## src/rtl/mem_burst_ctrl.sv

```systemverilog
// Burst read/write sequencer for a 16 x 32-bit level-sensitive memory array.
// Every array control line is registered, so it only changes on a rising clk edge.
module mem_burst_ctrl #(
    parameter int DATA_WIDTH = 32,
    parameter int ADDR_WIDTH = 4
) (
    input  logic                  clk,
    input  logic                  reset,
    input  logic                  cmd_valid,
    output logic                  cmd_ready,
    input  logic                  cmd_write,
    input  logic [ADDR_WIDTH-1:0] cmd_addr,
    input  logic [3:0]            cmd_len,
    input  logic [DATA_WIDTH-1:0] wr_data,
    input  logic                  wr_valid,
    output logic                  wr_ready,
    output logic [DATA_WIDTH-1:0] rd_data,
    output logic                  rd_valid,
    output logic                  cmd_done,
    output logic                  mem_read,
    output logic                  mem_write,
    output logic [ADDR_WIDTH-1:0] mem_address,
    output logic [DATA_WIDTH-1:0] mem_data_in,
    input  logic [DATA_WIDTH-1:0] mem_data_out
);
    // state | meaning
    // IDLE  | waiting for a command; cmd_ready high
    // WRITE | one array write per edge that sees wr_valid
    // READ  | one array read per cycle, data captured on the following edge
    // DONE  | single cycle with cmd_done; last beat's strobe still visible
    typedef enum logic [1:0] {
        S_IDLE  = 2'd0,
        S_WRITE = 2'd1,
        S_READ  = 2'd2,
        S_DONE  = 2'd3
    } state_t;

    state_t                state_q, state_d;
    logic [ADDR_WIDTH-1:0] addr_q, addr_d;
    logic [3:0]            cnt_q, cnt_d;
    logic                  mem_read_q, mem_read_d;
    logic                  mem_write_q, mem_write_d;
    logic [ADDR_WIDTH-1:0] mem_address_q, mem_address_d;
    logic [DATA_WIDTH-1:0] mem_data_in_q, mem_data_in_d;
    logic [DATA_WIDTH-1:0] rd_data_q, rd_data_d;
    logic                  rd_valid_q, rd_valid_d;
    logic                  cmd_done_q, cmd_done_d;

    always_comb begin
        state_d       = state_q;
        addr_d        = addr_q;
        cnt_d         = cnt_q;
        mem_read_d    = mem_read_q;
        mem_write_d   = mem_write_q;
        mem_address_d = mem_address_q;
        mem_data_in_d = mem_data_in_q;
        rd_data_d     = rd_data_q;
        rd_valid_d    = rd_valid_q;
        cmd_done_d    = 1'b0;

        case (state_q)
            S_IDLE: begin
                mem_read_d  = 1'b0;
                mem_write_d = 1'b0;
                rd_valid_d  = 1'b0;
                if (cmd_valid) begin
                    addr_d = cmd_addr;
                    cnt_d  = cmd_len;
                    if (cmd_write) begin
                        state_d = S_WRITE;
                    end else begin
                        // First read address goes out with the accept edge.
                        state_d       = S_READ;
                        mem_read_d    = 1'b1;
                        mem_address_d = cmd_addr;
                    end
                end
            end
            S_WRITE: begin
                if (wr_valid) begin
                    mem_address_d = addr_q;
                    mem_data_in_d = wr_data;
                    mem_write_d   = 1'b1;
                    addr_d        = addr_q + 1'b1;
                    cnt_d         = cnt_q - 4'd1;
                    if (cnt_q == 4'd0) begin
                        state_d    = S_DONE;
                        cmd_done_d = 1'b1;
                    end
                end else begin
                    mem_write_d = 1'b0;
                end
            end
            S_READ: begin
                rd_data_d     = mem_data_out;
                rd_valid_d    = 1'b1;
                addr_d        = addr_q + 1'b1;
                mem_address_d = addr_q + 1'b1;
                cnt_d         = cnt_q - 4'd1;
                if (cnt_q == 4'd0) begin
                    mem_read_d = 1'b0;
                    state_d    = S_DONE;
                    cmd_done_d = 1'b1;
                end
            end
            S_DONE: begin
                mem_write_d = 1'b0;
                rd_valid_d  = 1'b0;
                state_d     = S_IDLE;
            end
            default: state_d = S_IDLE;
        endcase
    end

    always_ff @(posedge clk) begin
        if (reset) begin
            state_q       <= S_IDLE;
            addr_q        <= '0;
            cnt_q         <= '0;
            mem_read_q    <= 1'b0;
            mem_write_q   <= 1'b0;
            mem_address_q <= '0;
            mem_data_in_q <= '0;
            rd_data_q     <= '0;
            rd_valid_q    <= 1'b0;
            cmd_done_q    <= 1'b0;
        end else begin
            state_q       <= state_d;
            addr_q        <= addr_d;
            cnt_q         <= cnt_d;
            mem_read_q    <= mem_read_d;
            mem_write_q   <= mem_write_d;
            mem_address_q <= mem_address_d;
            mem_data_in_q <= mem_data_in_d;
            rd_data_q     <= rd_data_d;
            rd_valid_q    <= rd_valid_d;
            cmd_done_q    <= cmd_done_d;
        end
    end

    assign cmd_ready   = (state_q == S_IDLE);
    assign wr_ready    = (state_q == S_WRITE);
    assign mem_read    = mem_read_q;
    assign mem_write   = mem_write_q;
    assign mem_address = mem_address_q;
    assign mem_data_in = mem_data_in_q;
    assign rd_data     = rd_data_q;
    assign rd_valid    = rd_valid_q;
    assign cmd_done    = cmd_done_q;

endmodule

```

## config.mk

```make
export PLATFORM = sky130hd
export DESIGN_NAME = mem_burst_ctrl
export DESIGN_NICKNAME = d
export VERILOG_FILES = /design/src/rtl/mem_burst_ctrl.sv
export SDC_FILE = /design/constraint.sdc
export NUM_CORES = 1
export LEC_CHECK = 0
export BUFFER_PORTS_ARGS = -buffer_cell sky130_fd_sc_hd__buf_2
export CAP_MARGIN = 40
export CORE_MARGIN = 2
export CORE_UTILIZATION = 30
export CTS_CLUSTER_DIAMETER = 200
export DETAILED_ROUTE_END_ITERATION = 8
export PLACE_DENSITY_LB_ADDON = 0.08
export SLEW_MARGIN = 20
export SYNTH_ARGS = -nofsm -noshare
export SYNTH_HDL_FRONTEND = slang
export SYNTH_SLANG_ARGS = --single-unit
```

## constraint.sdc

```tcl
create_clock -name clk -period 1.82 [get_ports clk]
set_input_delay 0.182 -clock clk [delete_from_list [all_inputs] [get_ports clk]]
set_output_delay 0.182 -clock clk [all_outputs]
set_load 0.01 [all_outputs]
```

==> results.json, run 1 <==
{
  "grt_setup_unrepaired": "yes",
  "start_util_pct": 30.5,
  "power.density_nw_per_um2": 1530,
  "drt_first_pass_iters": 4,
  "r2r_start": "state_q[1]$_SDFFE_PP0P_",
  "finalNonFillerCells": 664,
  "grt_max_degree": 39,
  "period_needed_ns": 1.75,
  "cts-root-buf": "clkbuf_8",
  "synth_edf_count": 0,
  "path_cells": "inv_4 -> ha_4 -> nor2b_4 -> or3_4 -> or4_1 -> a31oi_1",
  "hpwl_mm": 6.08,
  "htree_num_levels": 3,
  "drc_errors": 0,
  "antenna_found_initial": 0,
  "required_ns": 2.09,
  "slew_headroom_pct": 68.5,
  "fmax_ghz": 0.573,
  "synth-async-reset-ratio_pct": 0,
  "drive_gt1_share_pct": 38.2,
  "cts_made_buffers": 9,
  "placed_area_um2": 4290,
  "drtIter0Drc": 154,
  "clock_latency_ns": 0.35,
  "finalSetupTns_ns": 0,
  "netlist_area_um2": 3260,
  "rr_worst_depth": 6,
  "final_util_pct": 42.5,
  "wl_per_cell_um": 12.8,
  "arrival_ns": 2.02,
  "hold_viol_final": 0,
  "cts_buffer_depth": 2,
  "cp-end-kind": "register",
  "final_nets": 603,
  "post-route-cell-area_um2": 4550,
  "syn_to_final_growth_pct": 39.4,
  "clock_skew_ns": 0.00605,
  "power_mw": 6.98,
  "pre_cts_slack_ns": 0.0520,
  "worstSetupPathType": "register to register",
  "ys_types": 37,
  "crit_slowest_cell": "or4_1",
  "synth_cells": 364,
  "drv_cap": 0,
  "setup_viol": 0,
  "placed_cells": 648,
  "ioPinCount": 151,
  "crit_path_start": "state_q[1]$_SDFFE_PP0P_",
  "synth_top_area_share_pct": 50.3,
  "port_buffers": 150,
  "dieHeight_um": 108,
  "r2r_slack_ns": 0.07,
  "yosys.area.top_type": "dfxtp_1",
  "num_rows": 38,
  "dieArea_um2": 11700,
  "n_antenna_cell": 0,
  "synth_flop_cell": "dfxtp_1",
  "cts_tree": "built",
  "hold_buffers": 0,
  "final.setup.worst_slack_ns": 0.0738,
  "run_status": "complete, no violations",
  "syn_nets": 448,
  "clk_pin_slew_worst_paths_ns": 0.09,
  "die_w_um": 108,
  "ant_nets": 0,
  "hold_path_class": "input port to register",
  "gr-total-overflow": 0,
  "leakagePower_nw": 2.06,
  "num_vias": 2981,
  "via_per_inst": 4.49,
  "ys_warn_count": 0,
  "finalWeightedCongestion": 0.799,
  "worst_pin_slew_ns": 0.473,
  "syn_avg_cell_area_um2": 8.96,
  "holdWs_ns": 0.0641,
  "grt_pass1_vias": 2792,
  "core_area_um2": 10700,
  "synth_seq_cells": 82,
  "crit_path_max_incr_delay_ns": 0.41,
  "grt.total_usage_pct": 14.7,
  "grt_pass1_wl_mm": 13.5,
  "reg2reg_to": "cnt_q[2]$_SDFFE_PP0P_",
  "synthTopCellsByArea": "dfxtp_1, mux2i_1, nand2_1, a21oi_1, nor2_1",
  "clkSinkCount": 82,
  "drv_slew": 0,
  "peakVddDrop_mv": 0.495,
  "ys_seq_area_share_pct": 50.3,
  "crit_fanout": 6,
  "cp-endpoint": "cnt_q[2]$_SDFFE_PP0P_",
  "start_kind": "register",
  "period_share_pct": 95.9,
  "wl_mm": 8.53
}
-- cell families after synthesis --
| group | synth area share [%] |
|---|---|
| buffers and inverters | 3.84 |
| AOI/OAI and AO/OA | 11.2 |
| muxes | 12.6 |
| DFF | 50.3 |
| and+or+nand+nor | 18.8 |
| adders and majority gates | 2.69 |
| xor gates and xnor gates | 0.537 |
-- report_power, final --
part           internal (mW)  total [mW]  switching [mW]
registers               2.16        2.40           0.239
logic                   1.44        2.99            1.55
clock network          0.908        1.59           0.677
-- flip-flops by register name, summed over array words and instances (netlist names) --
register	count
addr_q	4
cmd_done	1
cnt_q	4
mem_address	4
mem_data_in	32
mem_read	1
mem_write	1
rd_data	32
rd_valid	1
state_q	2
-- area by class of cell --
| class | count | area, um^2 |
|---|---|---|
| fillers | 1101 | 6150 |
| flip-flops and latches | 82 | 1650 |
| multi-input cells | 253 | 1530 |
| repair buffers | 167 | 928 |
| well taps | 140 | 175 |
| clock buffers | 9 | 124 |
| clock inverters | 7 | 118 |
| inverters | 6 | 25.0 |
-- how the worst min path moves through the flow --
stage / cells after the start / startpoint / endpoint / slack [ns]
4_1_cts: 3 / mem_data_out[22] / rd_data[22]$_SDFFE_PP0P_ / 0.04
6_report: 3 / mem_data_out[21] / rd_data[21]$_SDFFE_PP0P_ / 0.06
5_1_grt: 3 / mem_data_out[1] / rd_data[1]$_SDFFE_PP0P_ / 0.05
3_5_place_dp: 3 / mem_data_out[6] / rd_data[6]$_SDFFE_PP0P_ / 0.43
3_3_place_gp: 3 / mem_data_out[24] / rd_data[24]$_SDFFE_PP0P_ / 0.41
2_1_floorplan: 2 / wr_data[0] / mem_data_in[0]$_SDFFE_PP0P_ / 0.32
-- Yosys cell counts, drive strengths merged, types with 2 or more instances --
cell and instances:
a21oi 43, a211oi 6, buf 10, mux2i 41
clkbuf 13, nor4 3, inv 5, nand2b 4
ha 7, nand3 2, a22oi 2, or4 2
nand2 70, nor3 2, a31oi 3, a32oi 3
or3 2, nor2 49, nor2b 3, o211ai 2
dfxtp 82
-- timing repair --
action / 4_1_cts / 5_1_grt
resized for setup: 0 / 5
endpoints found under the setup margin: 0 / 4
setup buffers: 0 / 0
-- layer usage --
metal / track usage (%) / vias up / routed length, um
met5: 0 / - / 0
met3: 4.34 / 9 / 756
li1: - / 1537 / -
met4: 5.77 / 0 / 127
met1: 18.8 / 1325 / 3910
met2: 23.2 / 110 / 3740
-- critical path, delay by kind of cell, from the launching register on --
kind                       cells  cell delay [ns]
buffers and inverters          1             0.05
adders and majority gates      1             0.15
DFF                            1             0.39
and+or+nand+nor                3             0.95
AOI/OAI and AO/OA              1             0.15
-- placed cells by master, fill, tap and decap left out, types with 2 or more instances in the layout --
cell and count:
a21oi_1 43, mux2i_1 41, o211ai_1 2, bufinv_16 3
a31oi_1 3, nand3_1 2, a211oi_1 4, buf_2 150
nand2b_1 4, or4_1 2, inv_1 3, a32oi_1 3
ha_4 2, nand2_1 70, a22oi_1 2, ha_1 4
buf_4 13, a211oi_2 2, dfxtp_1 80, nor2b_4 2
nor4_1 3, buf_12 4, clkinvlp_4 3, clkbuf_8 9
nor2_1 49
Power figures use the tool's default switching activity.
==> run 2, diff against run 1 <==
CORE_UTILIZATION = 42   (was 30)
SKIP_CTS_REPAIR_TIMING = 1   (was unset)
==> results.json, run 2 (synthesis results as in run 1) <==
{
  "grt_pass1_vias": 2766,
  "hpwl_mm": 5.82,
  "start_util_pct": 42.9,
  "gr-total-overflow": 0,
  "final.setup.worst_slack_ns": 0.0792,
  "finalWeightedCongestion": 0.789,
  "hold_viol_final": 0,
  "start_kind": "register",
  "hold_path_end": "mem_data_in[26]$_SDFFE_PP0P_",
  "fillCellCount": 713,
  "clock_latency_ns": 0.34,
  "dieHeight_um": 92.1,
  "worst_pin_slew_ns": 0.518,
  "finalSetupTns_ns": 0,
  "antenna_found_initial": 0,
  "worstSetupPathType": "register to register",
  "drv_slew": 0,
  "clk_pin_slew_worst_paths_ns": 0.09,
  "drt_first_pass_iters": 4,
  "layout_common_cells": "buf_2, dfxtp_1, nand2_1, nor2_1, a21oi_1",
  "num_rows": 32,
  "via_per_inst": 4.79,
  "hold_depth": 3,
  "drv_cap": 0,
  "cts_buffer_depth": 2,
  "htree_num_levels": 3,
  "holdWs_ns": 0.0645,
  "hold_start": "wr_data[26]",
  "reg2reg_to": "addr_q[3]$_SDFFE_PP0P_",
  "grt_pass1_wl_mm": 13.0,
  "finalNonFillerCells": 628,
  "clkSinkCount": 82,
  "drive_gt1_share_pct": 38.4,
  "grt_setup_unrepaired": "no",
  "r2r_slack_ns": 0.08,
  "peakVddDrop_mv": 0.760,
  "cts_made_buffers": 9,
  "run_status": "complete, no violations",
  "cts_tree": "built",
  "wl_per_cell_um": 12.7,
  "arrival_ns": 2.00,
  "wl_mm": 7.95,
  "r2r_start": "state_q[1]$_SDFFE_PP0P_",
  "ant_nets": 0,
  "required_ns": 2.08,
  "syn_to_final_growth_pct": 37.6,
  "final_nets": 605,
  "period_share_pct": 95.7,
  "placed_cells": 610,
  "final_util_pct": 59.0,
  "setup_viol": 0,
  "ioPinCount": 151,
  "hold_path_class": "input port to register",
  "rr_worst_depth": 6,
  "clock_skew_ns": 0.00975,
  "drtIter0Drc": 87,
  "slew_headroom_pct": 65.4,
  "grt_max_degree": 44,
  "die_w_um": 92.1,
  "dieArea_um2": 8480,
  "leakagePower_nw": 2.07,
  "core_area_um2": 7610,
  "port_buffers": 150,
  "cts-root-buf": "clkbuf_8",
  "cp-end-kind": "register",
  "period_needed_ns": 1.74,
  "num_vias": 3006,
  "grt.total_usage_pct": 19.1,
  "pre_cts_slack_ns": 0.0547,
  "power.density_nw_per_um2": 1520,
  "n_antenna_cell": 0,
  "drc_errors": 0,
  "crit_fanout": 6,
  "final_common_cell": "buf_2",
  "fmax_ghz": 0.574
}
[run 2: how the worst max path moves through the flow]
stage,from,end,cells after the start
global route,state_q[1]$_SDFFE_PP0P_,addr_q[3]$_SDFFE_PP0P_,6
floorplan,state_q[1]$_SDFFE_PP0P_,addr_q[3]$_SDFFE_PP0P_,7
finish,state_q[1]$_SDFFE_PP0P_,addr_q[3]$_SDFFE_PP0P_,6
CTS,cnt_q[0]$_SDFFE_PP0P_,state_q[0]$_SDFFE_PP0P_,7
global placement,cnt_q[0]$_SDFFE_PP0P_,state_q[1]$_SDFFE_PP0P_,7
detailed placement,cnt_q[0]$_SDFFE_PP0P_,state_q[0]$_SDFFE_PP0P_,7
[run 2: through the flow]
stage	power (mW)	instance area (um^2)
floorplan	4.35	3290
global placement	5.30	4230
detailed placement	5.35	4230
CTS	6.84	4460
global route	7.33	4490
finish	6.83	4490
[run 2: final cells by class]
type	count	area [um^2]	share of cell area, %
clock inverters	6	90.1	2.01
well taps	102	128	2.84
repair buffers	169	931	20.7
clock buffers	10	138	3.07
flip-flops and latches	82	1650	36.8
inverters	6	22.5	0.502
multi-input cells	253	1530	34.1
[run 2: where the power goes]
group          total [mW]  internal [mW]  switching (mW)
Sequential           2.40           2.17           0.236
Clock                1.47          0.813           0.658
Combinational        2.96           1.42            1.53
Total                6.83           4.40            2.43
[run 2: layer usage]
metal	up-vias	wire [um]	GRT usage [%]
met5	-	0	0
met4	0	86	6.59
met3	10	695	5.67
met2	113	3560	31.2
met1	1343	3610	24.0
li1	1540	-	-
[run 2: critical path, stage by stage (launching register included)]
cell,delay [ns]
dfxtp_4,0.37
inv_2,0.06
ha_4,0.16
nor2b_4,0.14
or3_4,0.40
or4_1,0.40
a31oi_1,0.14
